`src/rtl/cdc_channel_arbiter_pkg.sv`:
```
`default_nettype none
// ============================================================================
// Package : cdc_ctl_pkg
// Brief   : Shared state encoding and helpers for the CDC channel arbiter.
// Rev     : 1.0  initial release
// ============================================================================
package cdc_ctl_pkg;

    typedef enum logic [1:0] {
        ST_IDLE     = 2'd0,
        ST_SETUP    = 2'd1,
        ST_WAIT_ACK = 2'd2
    } state_e;

    function automatic int max_int(input int a, input int b);
        return (a > b) ? a : b;
    endfunction

endpackage
`default_nettype wire

```
`src/rtl/cdc_channel_arbiter_if.sv`:
```
`default_nettype none
// ============================================================================
// Interface : cdc_channel_arbiter_if
// Brief     : Requester bus plus synchronizer channel signals of the arbiter.
// Rev       : 1.0  initial release
// ============================================================================
interface cdc_channel_arbiter_if #(
    parameter int NREQ  = 4,
    parameter int WIDTH = 8
);
    localparam int IDW = $clog2(NREQ);

    logic [NREQ-1:0]       req_valid_i;
    logic [NREQ*WIDTH-1:0] req_data_i;
    logic [NREQ-1:0]       req_ready_o;
    logic [WIDTH-1:0]      ch_data_o;
    logic [IDW-1:0]        ch_id_o;
    logic                  ch_toggle_o;
    logic                  ch_ack_i;
    logic                  busy_o;
    logic                  timeout_o;

    // Environment side: requesters and the destination acknowledge.
    modport master (
        output req_valid_i, req_data_i, ch_ack_i,
        input  req_ready_o, ch_data_o, ch_id_o, ch_toggle_o, busy_o, timeout_o
    );

    // Arbiter side.
    modport slave (
        input  req_valid_i, req_data_i, ch_ack_i,
        output req_ready_o, ch_data_o, ch_id_o, ch_toggle_o, busy_o, timeout_o
    );

endinterface
`default_nettype wire

```
`src/rtl/cdc_channel_arbiter_rr_arbiter.sv`:
```
`default_nettype none
// ============================================================================
// Module : rr_arbiter
// Brief  : Combinational round-robin pick: first valid index above last.
// Rev    : 1.0  initial release
// ============================================================================
module rr_arbiter #(
    parameter int NREQ = 4
) (
    input  wire logic [NREQ-1:0]         valid_i,
    input  wire logic [$clog2(NREQ)-1:0] last_i,
    output logic      [NREQ-1:0]         grant_o,
    output logic      [$clog2(NREQ)-1:0] idx_o,
    output logic                         any_o
);
    localparam int IDW = $clog2(NREQ);

    int   w_pos;
    logic w_found;

    always_comb begin
        grant_o = '0;
        idx_o   = '0;
        w_found = 1'b0;
        w_pos   = 0;
        // Offsets 1..NREQ wrap back to last itself, so last is lowest priority.
        for (int k = 1; k <= NREQ; k++) begin
            w_pos = (int'(last_i) + k) % NREQ;
            if (!w_found && valid_i[w_pos[IDW-1:0]]) begin
                w_found                 = 1'b1;
                grant_o[w_pos[IDW-1:0]] = 1'b1;
                idx_o                   = w_pos[IDW-1:0];
            end
        end
    end

    assign any_o = |valid_i;

endmodule
`default_nettype wire

```
`src/rtl/cdc_channel_arbiter.sv`:
```
`default_nettype none
// ============================================================================
// Module : cdc_channel_arbiter
// Brief  : Shares one toggle-handshake synchronizer channel among requesters.
// Rev    : 1.0  initial release
// ============================================================================
module cdc_channel_arbiter #(
    parameter int NREQ           = 4,
    parameter int WIDTH          = 8,
    parameter int SETUP_CYCLES   = 6,
    parameter int TIMEOUT_CYCLES = 255
) (
    input  wire logic             clk,
    input  wire logic             rst,
    cdc_channel_arbiter_if.slave  bus
);
    import cdc_ctl_pkg::*;

    localparam int IDW = $clog2(NREQ);
    localparam int CW  = $clog2(max_int(SETUP_CYCLES, TIMEOUT_CYCLES) + 1);
    localparam logic [CW-1:0] SETUP_LAST   = CW'(SETUP_CYCLES - 1);
    localparam logic [CW-1:0] TIMEOUT_LAST = CW'(TIMEOUT_CYCLES - 1);

    state_e           state_q;
    logic [CW-1:0]    cnt_q;
    logic [WIDTH-1:0] ch_data_q;
    logic [IDW-1:0]   ch_id_q;
    logic             toggle_q;
    logic             busy_q;
    logic             timeout_q;
    logic [IDW-1:0]   last_q;

    logic [NREQ-1:0]  w_grant;
    logic [IDW-1:0]   w_idx;
    logic             w_any;
    logic [WIDTH-1:0] w_word;

    rr_arbiter #(
        .NREQ (NREQ)
    ) u_rr_arbiter (
        .valid_i (bus.req_valid_i),
        .last_i  (last_q),
        .grant_o (w_grant),
        .idx_o   (w_idx),
        .any_o   (w_any)
    );

    always_comb begin
        w_word = '0;
        for (int i = 0; i < NREQ; i++) begin
            if (w_idx == IDW'(i)) begin
                w_word = bus.req_data_i[i*WIDTH +: WIDTH];
            end
        end
    end

    always_ff @(posedge clk) begin
        if (rst) begin
            state_q   <= ST_IDLE;
            cnt_q     <= '0;
            ch_data_q <= '0;
            ch_id_q   <= '0;
            toggle_q  <= 1'b0;
            busy_q    <= 1'b0;
            timeout_q <= 1'b0;
            last_q    <= IDW'(NREQ - 1);
        end else begin
            timeout_q <= 1'b0;
            case (state_q)
                ST_IDLE: begin
                    if (w_any) begin
                        ch_data_q <= w_word;
                        ch_id_q   <= w_idx;
                        last_q    <= w_idx;
                        cnt_q     <= '0;
                        busy_q    <= 1'b1;
                        state_q   <= ST_SETUP;
                    end
                end
                ST_SETUP: begin
                    // Word has been stable for the full setup window by this edge.
                    if (cnt_q == SETUP_LAST) begin
                        toggle_q <= ~toggle_q;
                        cnt_q    <= '0;
                        state_q  <= ST_WAIT_ACK;
                    end else begin
                        cnt_q <= cnt_q + 1'b1;
                    end
                end
                ST_WAIT_ACK: begin
                    if (bus.ch_ack_i == toggle_q) begin
                        busy_q  <= 1'b0;
                        state_q <= ST_IDLE;
                    end else if (cnt_q == TIMEOUT_LAST) begin
                        timeout_q <= 1'b1;
                        busy_q    <= 1'b0;
                        state_q   <= ST_IDLE;
                    end else begin
                        cnt_q <= cnt_q + 1'b1;
                    end
                end
                default: begin
                    busy_q  <= 1'b0;
                    state_q <= ST_IDLE;
                end
            endcase
        end
    end

    assign bus.req_ready_o = (state_q == ST_IDLE) ? w_grant : '0;
    assign bus.ch_data_o   = ch_data_q;
    assign bus.ch_id_o     = ch_id_q;
    assign bus.ch_toggle_o = toggle_q;
    assign bus.busy_o      = busy_q;
    assign bus.timeout_o   = timeout_q;

endmodule
`default_nettype wire

```
`src/flat_wrapper.sv`:
```
// flat-port wrapper written by rule: the top's interface ports become plain ports
module cdc_channel_arbiter_flat import cdc_ctl_pkg::*;
#(
    parameter int NREQ           = 4,
    parameter int WIDTH          = 8,
    parameter int SETUP_CYCLES   = 6,
    parameter int TIMEOUT_CYCLES = 255
)
  (clk, rst, bus_req_valid_i, bus_req_data_i, bus_ch_ack_i, bus_req_ready_o, bus_ch_data_o, bus_ch_id_o, bus_ch_toggle_o, bus_busy_o, bus_timeout_o);
  cdc_channel_arbiter_if #(.NREQ(NREQ), .WIDTH(WIDTH)) bus_i ();
  input  wire logic clk;
  input  wire logic rst;
  input wire logic [$bits(bus_i.req_valid_i)-1:0] bus_req_valid_i;
  input wire logic [$bits(bus_i.req_data_i)-1:0] bus_req_data_i;
  input wire logic [$bits(bus_i.ch_ack_i)-1:0] bus_ch_ack_i;
  output wire logic [$bits(bus_i.req_ready_o)-1:0] bus_req_ready_o;
  output wire logic [$bits(bus_i.ch_data_o)-1:0] bus_ch_data_o;
  output wire logic [$bits(bus_i.ch_id_o)-1:0] bus_ch_id_o;
  output wire logic [$bits(bus_i.ch_toggle_o)-1:0] bus_ch_toggle_o;
  output wire logic [$bits(bus_i.busy_o)-1:0] bus_busy_o;
  output wire logic [$bits(bus_i.timeout_o)-1:0] bus_timeout_o;
  assign bus_i.req_valid_i = bus_req_valid_i;
  assign bus_i.req_data_i = bus_req_data_i;
  assign bus_i.ch_ack_i = bus_ch_ack_i;
  assign bus_req_ready_o = bus_i.req_ready_o;
  assign bus_ch_data_o = bus_i.ch_data_o;
  assign bus_ch_id_o = bus_i.ch_id_o;
  assign bus_ch_toggle_o = bus_i.ch_toggle_o;
  assign bus_busy_o = bus_i.busy_o;
  assign bus_timeout_o = bus_i.timeout_o;
  cdc_channel_arbiter #(.NREQ(NREQ), .WIDTH(WIDTH), .SETUP_CYCLES(SETUP_CYCLES), .TIMEOUT_CYCLES(TIMEOUT_CYCLES)) u_core (.clk(clk), .rst(rst), .bus(bus_i));
endmodule
```
`config.mk`:
```
export PLATFORM = sky130hd
export DESIGN_NAME = cdc_channel_arbiter_flat
export DESIGN_NICKNAME = d
export VERILOG_FILES = /design/src/rtl/cdc_channel_arbiter_pkg.sv /design/src/rtl/cdc_channel_arbiter_if.sv /design/src/rtl/cdc_channel_arbiter_rr_arbiter.sv /design/src/rtl/cdc_channel_arbiter.sv /design/src/flat_wrapper.sv
export SDC_FILE = /design/constraint.sdc
export NUM_CORES = 1
export LEC_CHECK = 0
export CAP_MARGIN = 20
export CORE_ASPECT_RATIO = 2
export CORE_UTILIZATION = 53
export DETAILED_ROUTE_END_ITERATION = 6
export PLACE_DENSITY_LB_ADDON = 0.08
export SLEW_MARGIN = 20
export SYNTH_ARGS = -nofsm -noshare
export SYNTH_HDL_FRONTEND = slang
export SYNTH_HIERARCHICAL = 1
export SYNTH_SLANG_ARGS = --single-unit
```
`constraint.sdc`:
```
create_clock -name clk -period 7.5 [get_ports clk]
set_input_delay 1.5 -clock clk [delete_from_list [all_inputs] [get_ports clk]]
set_output_delay 1.5 -clock clk [all_outputs]
set_load 0.01 [all_outputs]
```
# == Yosys cells after proc, flatten, opt, wreduce, memory -nomap -nowiden ==
# Index checks and enable logic that the tools add are counted.
# classes
add_sub_neg,5
order_cmp,8
eq_ne,13
n_mux,47
bitwise,6
n_reduce_logical,20
# ops
cell,count
$mux 8,8
$pmux 8 s3,1
$mux 4,5
$mux 2,8
$mux 1,15
$lt 2x3->1 const B,4
$or 4x4->4,3
$add 8x1->8 const B,1
$bmux 1 s2,4
$demux 1 s2,4
$eq 8x3->1 const B,1
$eq 8x8->1 const B,1
$ge 2x1->1 const B,4
$logic_and 1x1->1,7
$eq 2x2->1 const B,3
$ne 2x2->1 const B,3
$pmux 2 s3,1
$reduce_and 3->1,2
$add 2x1->2 const B,2
$add 2x2->2 const B,2
$eq 2x1->1 const B,2
$logic_not 2->1,2
$reduce_and 2->1,2
$reduce_and 4->1,1
other kinds (9),13
# word_totals
reg_bits,25
input_bits,39
output_inout_bits,17
wordCells,107

# == Longest topological paths before layout ==
# logic_depth
depth_word,18
mapped_depth,12
mapped_depth_nobuf,9

# == Hierarchy ==
# Netlist, hierarchy kept.
# modules_own_cells
mod,instances,cells_per_inst,area_per_inst_um2,seq_area_each_um2
cdc_channel_arbiter,1,168,1591.5,500.5
rr_arbiter,1,70,540.5,0.0

# == Worst setup path after synthesis ==
# OpenSTA, ideal clock, no wires.
# synth_timing
path_kind,in2out
startpoint,in bus_req_valid_i[2]
endpoint,out bus_req_ready_o[0]
arrival_ps,2735
required_ps,6000
path_slack_ps,3265
cell_stages,6
n_path_buf,1
cell_sequence,buf_4 mux4_2 nand2_1 o21ai_1 a221o_1 and2_1
# synth_via
elab_chain_len,13
word_cells_on_any_way,25
classes_between,16 x mux; 3 x bitwise; 6 x reduce/logical
# synth_rtl
element,line_no,text
"start, declared",flat_wrapper.sv:13,input wire logic [$bits(bus_i.req_valid_i)-1:0] bus_req_valid_i;
$bmux 1 s2,cdc_channel_arbiter_rr_arbiter.sv:29,if (!w_found && valid_i[w_pos[IDW-1:0]]) begin
$mux 1 (implied by the code),cdc_channel_arbiter_rr_arbiter.sv:29,
$mux 1,cdc_channel_arbiter_rr_arbiter.sv:29,
$logic_not 1->1,cdc_channel_arbiter_rr_arbiter.sv:29,
$logic_and 1x1->1,cdc_channel_arbiter_rr_arbiter.sv:29,
$mux 1,cdc_channel_arbiter_rr_arbiter.sv:29,
$logic_not 1->1,cdc_channel_arbiter_rr_arbiter.sv:29,
$logic_and 1x1->1,cdc_channel_arbiter_rr_arbiter.sv:29,
$mux 1,cdc_channel_arbiter_rr_arbiter.sv:29,
$logic_not 1->1,cdc_channel_arbiter_rr_arbiter.sv:29,
$logic_and 1x1->1,cdc_channel_arbiter_rr_arbiter.sv:29,
$mux 4 (*),cdc_channel_arbiter_rr_arbiter.sv:29,
named net u_core.w_grant[0],cdc_channel_arbiter.sv:33,logic [NREQ-1:0] w_grant;
$mux 4 (*),cdc_channel_arbiter.sv:110,assign bus.req_ready_o = (state_q == ST_IDLE) ? w_grant : '0;
"end, declared",flat_wrapper.sv:16,output wire logic [$bits(bus_i.req_ready_o)-1:0] bus_req_ready_o;
# Mark *: on every way through the listed nets, which the timed path passes. The rest lies on a longest branch. The select of a mux whose other input is x is not followed.

# == Worst setup path after layout ==
# layout_timing
startpoint,in bus_req_valid_i[2]
endpoint,out bus_req_ready_o[1]
# Same word-level chain as after synthesis.

==> run_results.csv <==
group,metric,value,unit
status,status,"finished, final reports clean",
detailed_routing,vias_per_cell,5.922,
final_layout,regArea,500.5,sq um
flow_run,drv_cap,0,
sta,setup-violations-final,0,
final_layout,drive_gt1_frac,0.1162,
floorplanning,die_h,91.70,microns
detailed_routing,drt_iter0_markers,37,
logic_synthesis,ys_seq_area_frac,0.2347,
floorplanning,fp-row-count,32,
clock_tree,cts_buffer_depth,2,
detailed_routing,num_vias,1984,
logic_synthesis,synth-edff-count,0,
detailed_routing,drt_pass1_iterations,4,
clock_tree,path_clk_slew,80,ps
place,io_buffers,55,
logic_synthesis,async_reset_ff_frac,0,
setup_path,crit_path_max_incr_delay,670,ps
setup_path,slowest_stage,"clkdlybuf4s50_1",
clock_tree,clk_latency,260,ps
setup_path,worst_setup_path_start_kind,"input port",
global_routing,gr-usage-all-layers,0.2679,
setup_path,cp.required,6000,ps
global_routing,antenna_found_initial,0,
detailed_routing,drt-wirelength-per-cell,16.44,microns
global_routing,overflow,0,
sta,worst-slew-pin-transition,1084,ps
clock_tree,cts-resized-gates,0,
sta,finalWorstSetupSlack,2131,ps
detailed_routing,drt-total-wl,5506,microns
final_layout,fill_cells,334,
setup_path,crit_start,"bus_req_valid_i[2]",
floorplanning,start_util,0.5547,
logic_synthesis,synthCells,238,
setup_path,crit_family,"buffers and inverters",
setup_path,cp-end-kind,"output port",
global_routing,grt_first_pass_wirelength,8528,microns
final_layout,insertedDiodeCount,0,
clock_tree,cts_tree,"yes",
power,power_leakage,0.9764,nW
detailed_routing,routed.top_layer,"met4",
setup_path,path_cells,"clkdlybuf4s50_1 -> or3b_1 -> a2111o_1 -> nand3_2 -> a221o_1 -> and2_1 -> clkdlybuf4s50_1",
setup_path,r2r_cells,10,
hold_path,hold_path_class,"flip-flop to flip-flop",
global_routing,grt_pass1_vias,1948,
setup_path,cp_common_cell,"clkdlybuf4s50_1",
setup_path,r2r-end,"u_core/bus.ch_data_o[3]",
sta,tns,0,ps
final_layout,layout_commonest_cell,"clkdlybuf4s50_1",
logic_synthesis,ys_warn_count,6,
floorplanning,die_x,46.85,microns
detailed_routing,antenna_left,0,
place,dp_hpwl,4358,microns
place,place_ws,2155,ps
logic_synthesis,yosys.area_share.simple,0.2394,
clock_tree,postCtsHoldBufs,0,
setup_path,cp_max_fo,11,
logic_synthesis,synthXorXnorAreaFrac,0.008216,
logic_synthesis,synthesis.area,2132,sq um
detailed_routing,route.detailed.drc,0,
logic_synthesis,synthAdderAreaFrac,0.09390,
setup_path,crit_end,"bus_req_ready_o[1]",
setup_path,worst-path-buf-inv,2,
detailed_routing,route.met3.wl,122,microns
floorplanning,fp.dieArea,4296,sq um
sta,finalHoldViolCount,0,
detailed_routing,wl_met1,1908,microns
power,vdd_drop_max,235.8,uV
logic_synthesis,synth_compound_area_frac,0.2295,
final_layout,design_area,2705,sq um
logic_synthesis,synth_area_per_cell,8.958,sq um
power,p_per_area,235.4,nW/um^2
sta,relSlewSlack,0.2748,
logic_synthesis,synth_top_family_by_area,"simple AND/OR/NAND/NOR gates",
final_layout,layout_common_cells,"clkdlybuf4s50_1 (55), nand2_1 (34), dfxtp_1 (25), a21oi_1 (18), inv_1 (17)",
sta,fmax,0.1863,GHz
sta,fin_worst_skew,3.125,ps
logic_synthesis,ys.flop_type,"dfxtp_1",
global_routing,grt_max_degree,33,
sta,period_minus_slack,5369,ps
setup_path,reg2reg_slack,4120,ps
setup_path,worstSetupPathType,"input port to output port",
logic_synthesis,synth_nets,293,
final_layout,nets,340,
clock_tree,h-tree-depth,1,
clock_tree,cts.sinks,25,
setup_path,reg2reg_from,"u_core/last_q[0]",
final_layout,fin_util,0.7038,
place,place_area,2660,sq um
clock_tree,cts_buffers,3,
clock_tree,cts_root_buf,"clkbuf_8",
detailed_routing,wl_met2,3371,microns
clock_tree,post_cts_buffers,0,
final_layout,area_growth_syn_to_layout,26.88,%
logic_synthesis,yosysUniqueCellTypes,60,
sta,finalCritPeriodShare,0.7158,
final_layout,multi_input_area,1474,sq um
floorplanning,core_area,3844,sq um
logic_synthesis,ys_seq_elements,25,
logic_synthesis,synth_mux_area_frac,0.1203,
sta,rsz0062_at_grt,"false",
floorplanning,ios,56,
setup_path,cp.depth,7,
sta,slew_viol_final,0,
place,place.gp.congestion,0.7543,
setup_path,arrival,3870,ps
[sequential cells by signal, indices dropped and copies added (netlist names)]
name and count:
u_core/bus.busy_o 1, u_core/bus.ch_data_o 8, u_core/bus.ch_id_o 2, u_core/bus.ch_toggle_o 1
u_core/bus.timeout_o 1, u_core/cnt_q 8, u_core/last_q 2, u_core/state_q 2
[worst min-delay path, cell delays in order (launching register included)]
cell and delay [ps]:
dfxtp_1 320, nand2_1 50, a21oi_1 50
[routing by layer]
| metal | up-vias | GRT usage |
|---|---|---|
| met5 | - | 0 |
| met4 | 0 | 0.09524 |
| met3 | 10 | 0.02165 |
| met2 | 50 | 0.5347 |
| met1 | 953 | 0.2484 |
| li1 | 971 | - |
[stage by stage]
step	total power, mW	std cells	hold WS [ps]
after detailed placement	0.5595	331	447.2
after floorplan	0.4363	238	477.9
after CTS	0.6376	335	458.8
final	0.6369	335	459.1
after global placement	0.5532	331	441.4
after global routing	0.6804	335	485.8
[cells in the mapped netlist, types with 2 or more instances]
cell,number,area share
nand2_1,34,0.060
dfxtp_1,25,0.23
a21oi_1,18,0.042
inv_1,17,0.030
ha_1,16,0.094
mux4_2,10,0.11
nand3_1,10,0.023
nor2_1,7,0.012
a22oi_1,6,0.021
clkbuf_1,6,0.011
and2_1,5,0.015
o32ai_1,5,0.021
a221o_1,4,0.019
nand2b_1,4,0.012
nor2b_1,4,0.012
nor3b_1,4,0.014
o21ai_0,4,0.0094
o21ai_1,4,0.0094
buf_4,3,0.011
or3_2,3,0.011
buf_2,2,0.0047
clkbuf_8,2,0.013
mux2i_1,2,0.0094
nor3_1,2,0.0047
o2111ai_1,2,0.0082
o211ai_1,2,0.0070
o211ai_2,2,0.012
o22ai_1,2,0.0059
xor2_1,2,0.0082
[worst min-delay path by stage]
stage	startpoint	end	cells after the start
6_report	u_core/bus.ch_data_o[5]	u_core/bus.ch_data_o[5]	2
3_5_place_dp	u_core/bus.ch_data_o[5]	u_core/bus.ch_data_o[5]	2
4_1_cts	u_core/bus.ch_data_o[5]	u_core/bus.ch_data_o[5]	2
5_1_grt	u_core/bus.ch_data_o[5]	u_core/bus.ch_data_o[5]	2
2_1_floorplan	u_core/bus.ch_data_o[0]	u_core/bus.ch_data_o[0]	2
3_3_place_gp	u_core/bus.ch_data_o[7]	u_core/bus.ch_data_o[7]	2
[kinds of logic (layout without fill, tap and decap cells)]
| family | after synthesis | after routing |
|---|---|---|
| xor gates and xnor gates | 2 | 2 |
| adders and majority gates | 16 | 16 |
| DFF | 25 | 25 |
| and+or+nand+nor | 89 | 89 |
| muxes | 13 | 13 |
| AOI/OAI and AO/OA | 62 | 62 |
| buffers and inverters | 31 | 77 |
[power breakdown]
group / switching, mW / leakage [nW] / total, mW / internal (mW)
registers: 0.0288 / 0.205 / 0.186 / 0.157
logic: 0.180 / 0.749 / 0.374 / 0.193
clock network: 0.0398 / 0.0228 / 0.0778 / 0.0379
total: 0.249 / 0.976 / 0.637 / 0.388
[final cells by class]
type | instances | share of cell area
clock buffer | 4 | 0.01665
inverter | 17 | 0.02359
multi-input combinational | 182 | 0.5449
sequential | 25 | 0.1850
tap | 51 | 0.02359
timing repair buffer | 56 | 0.2063
Note: power is estimated with default switching activity, not from simulation.
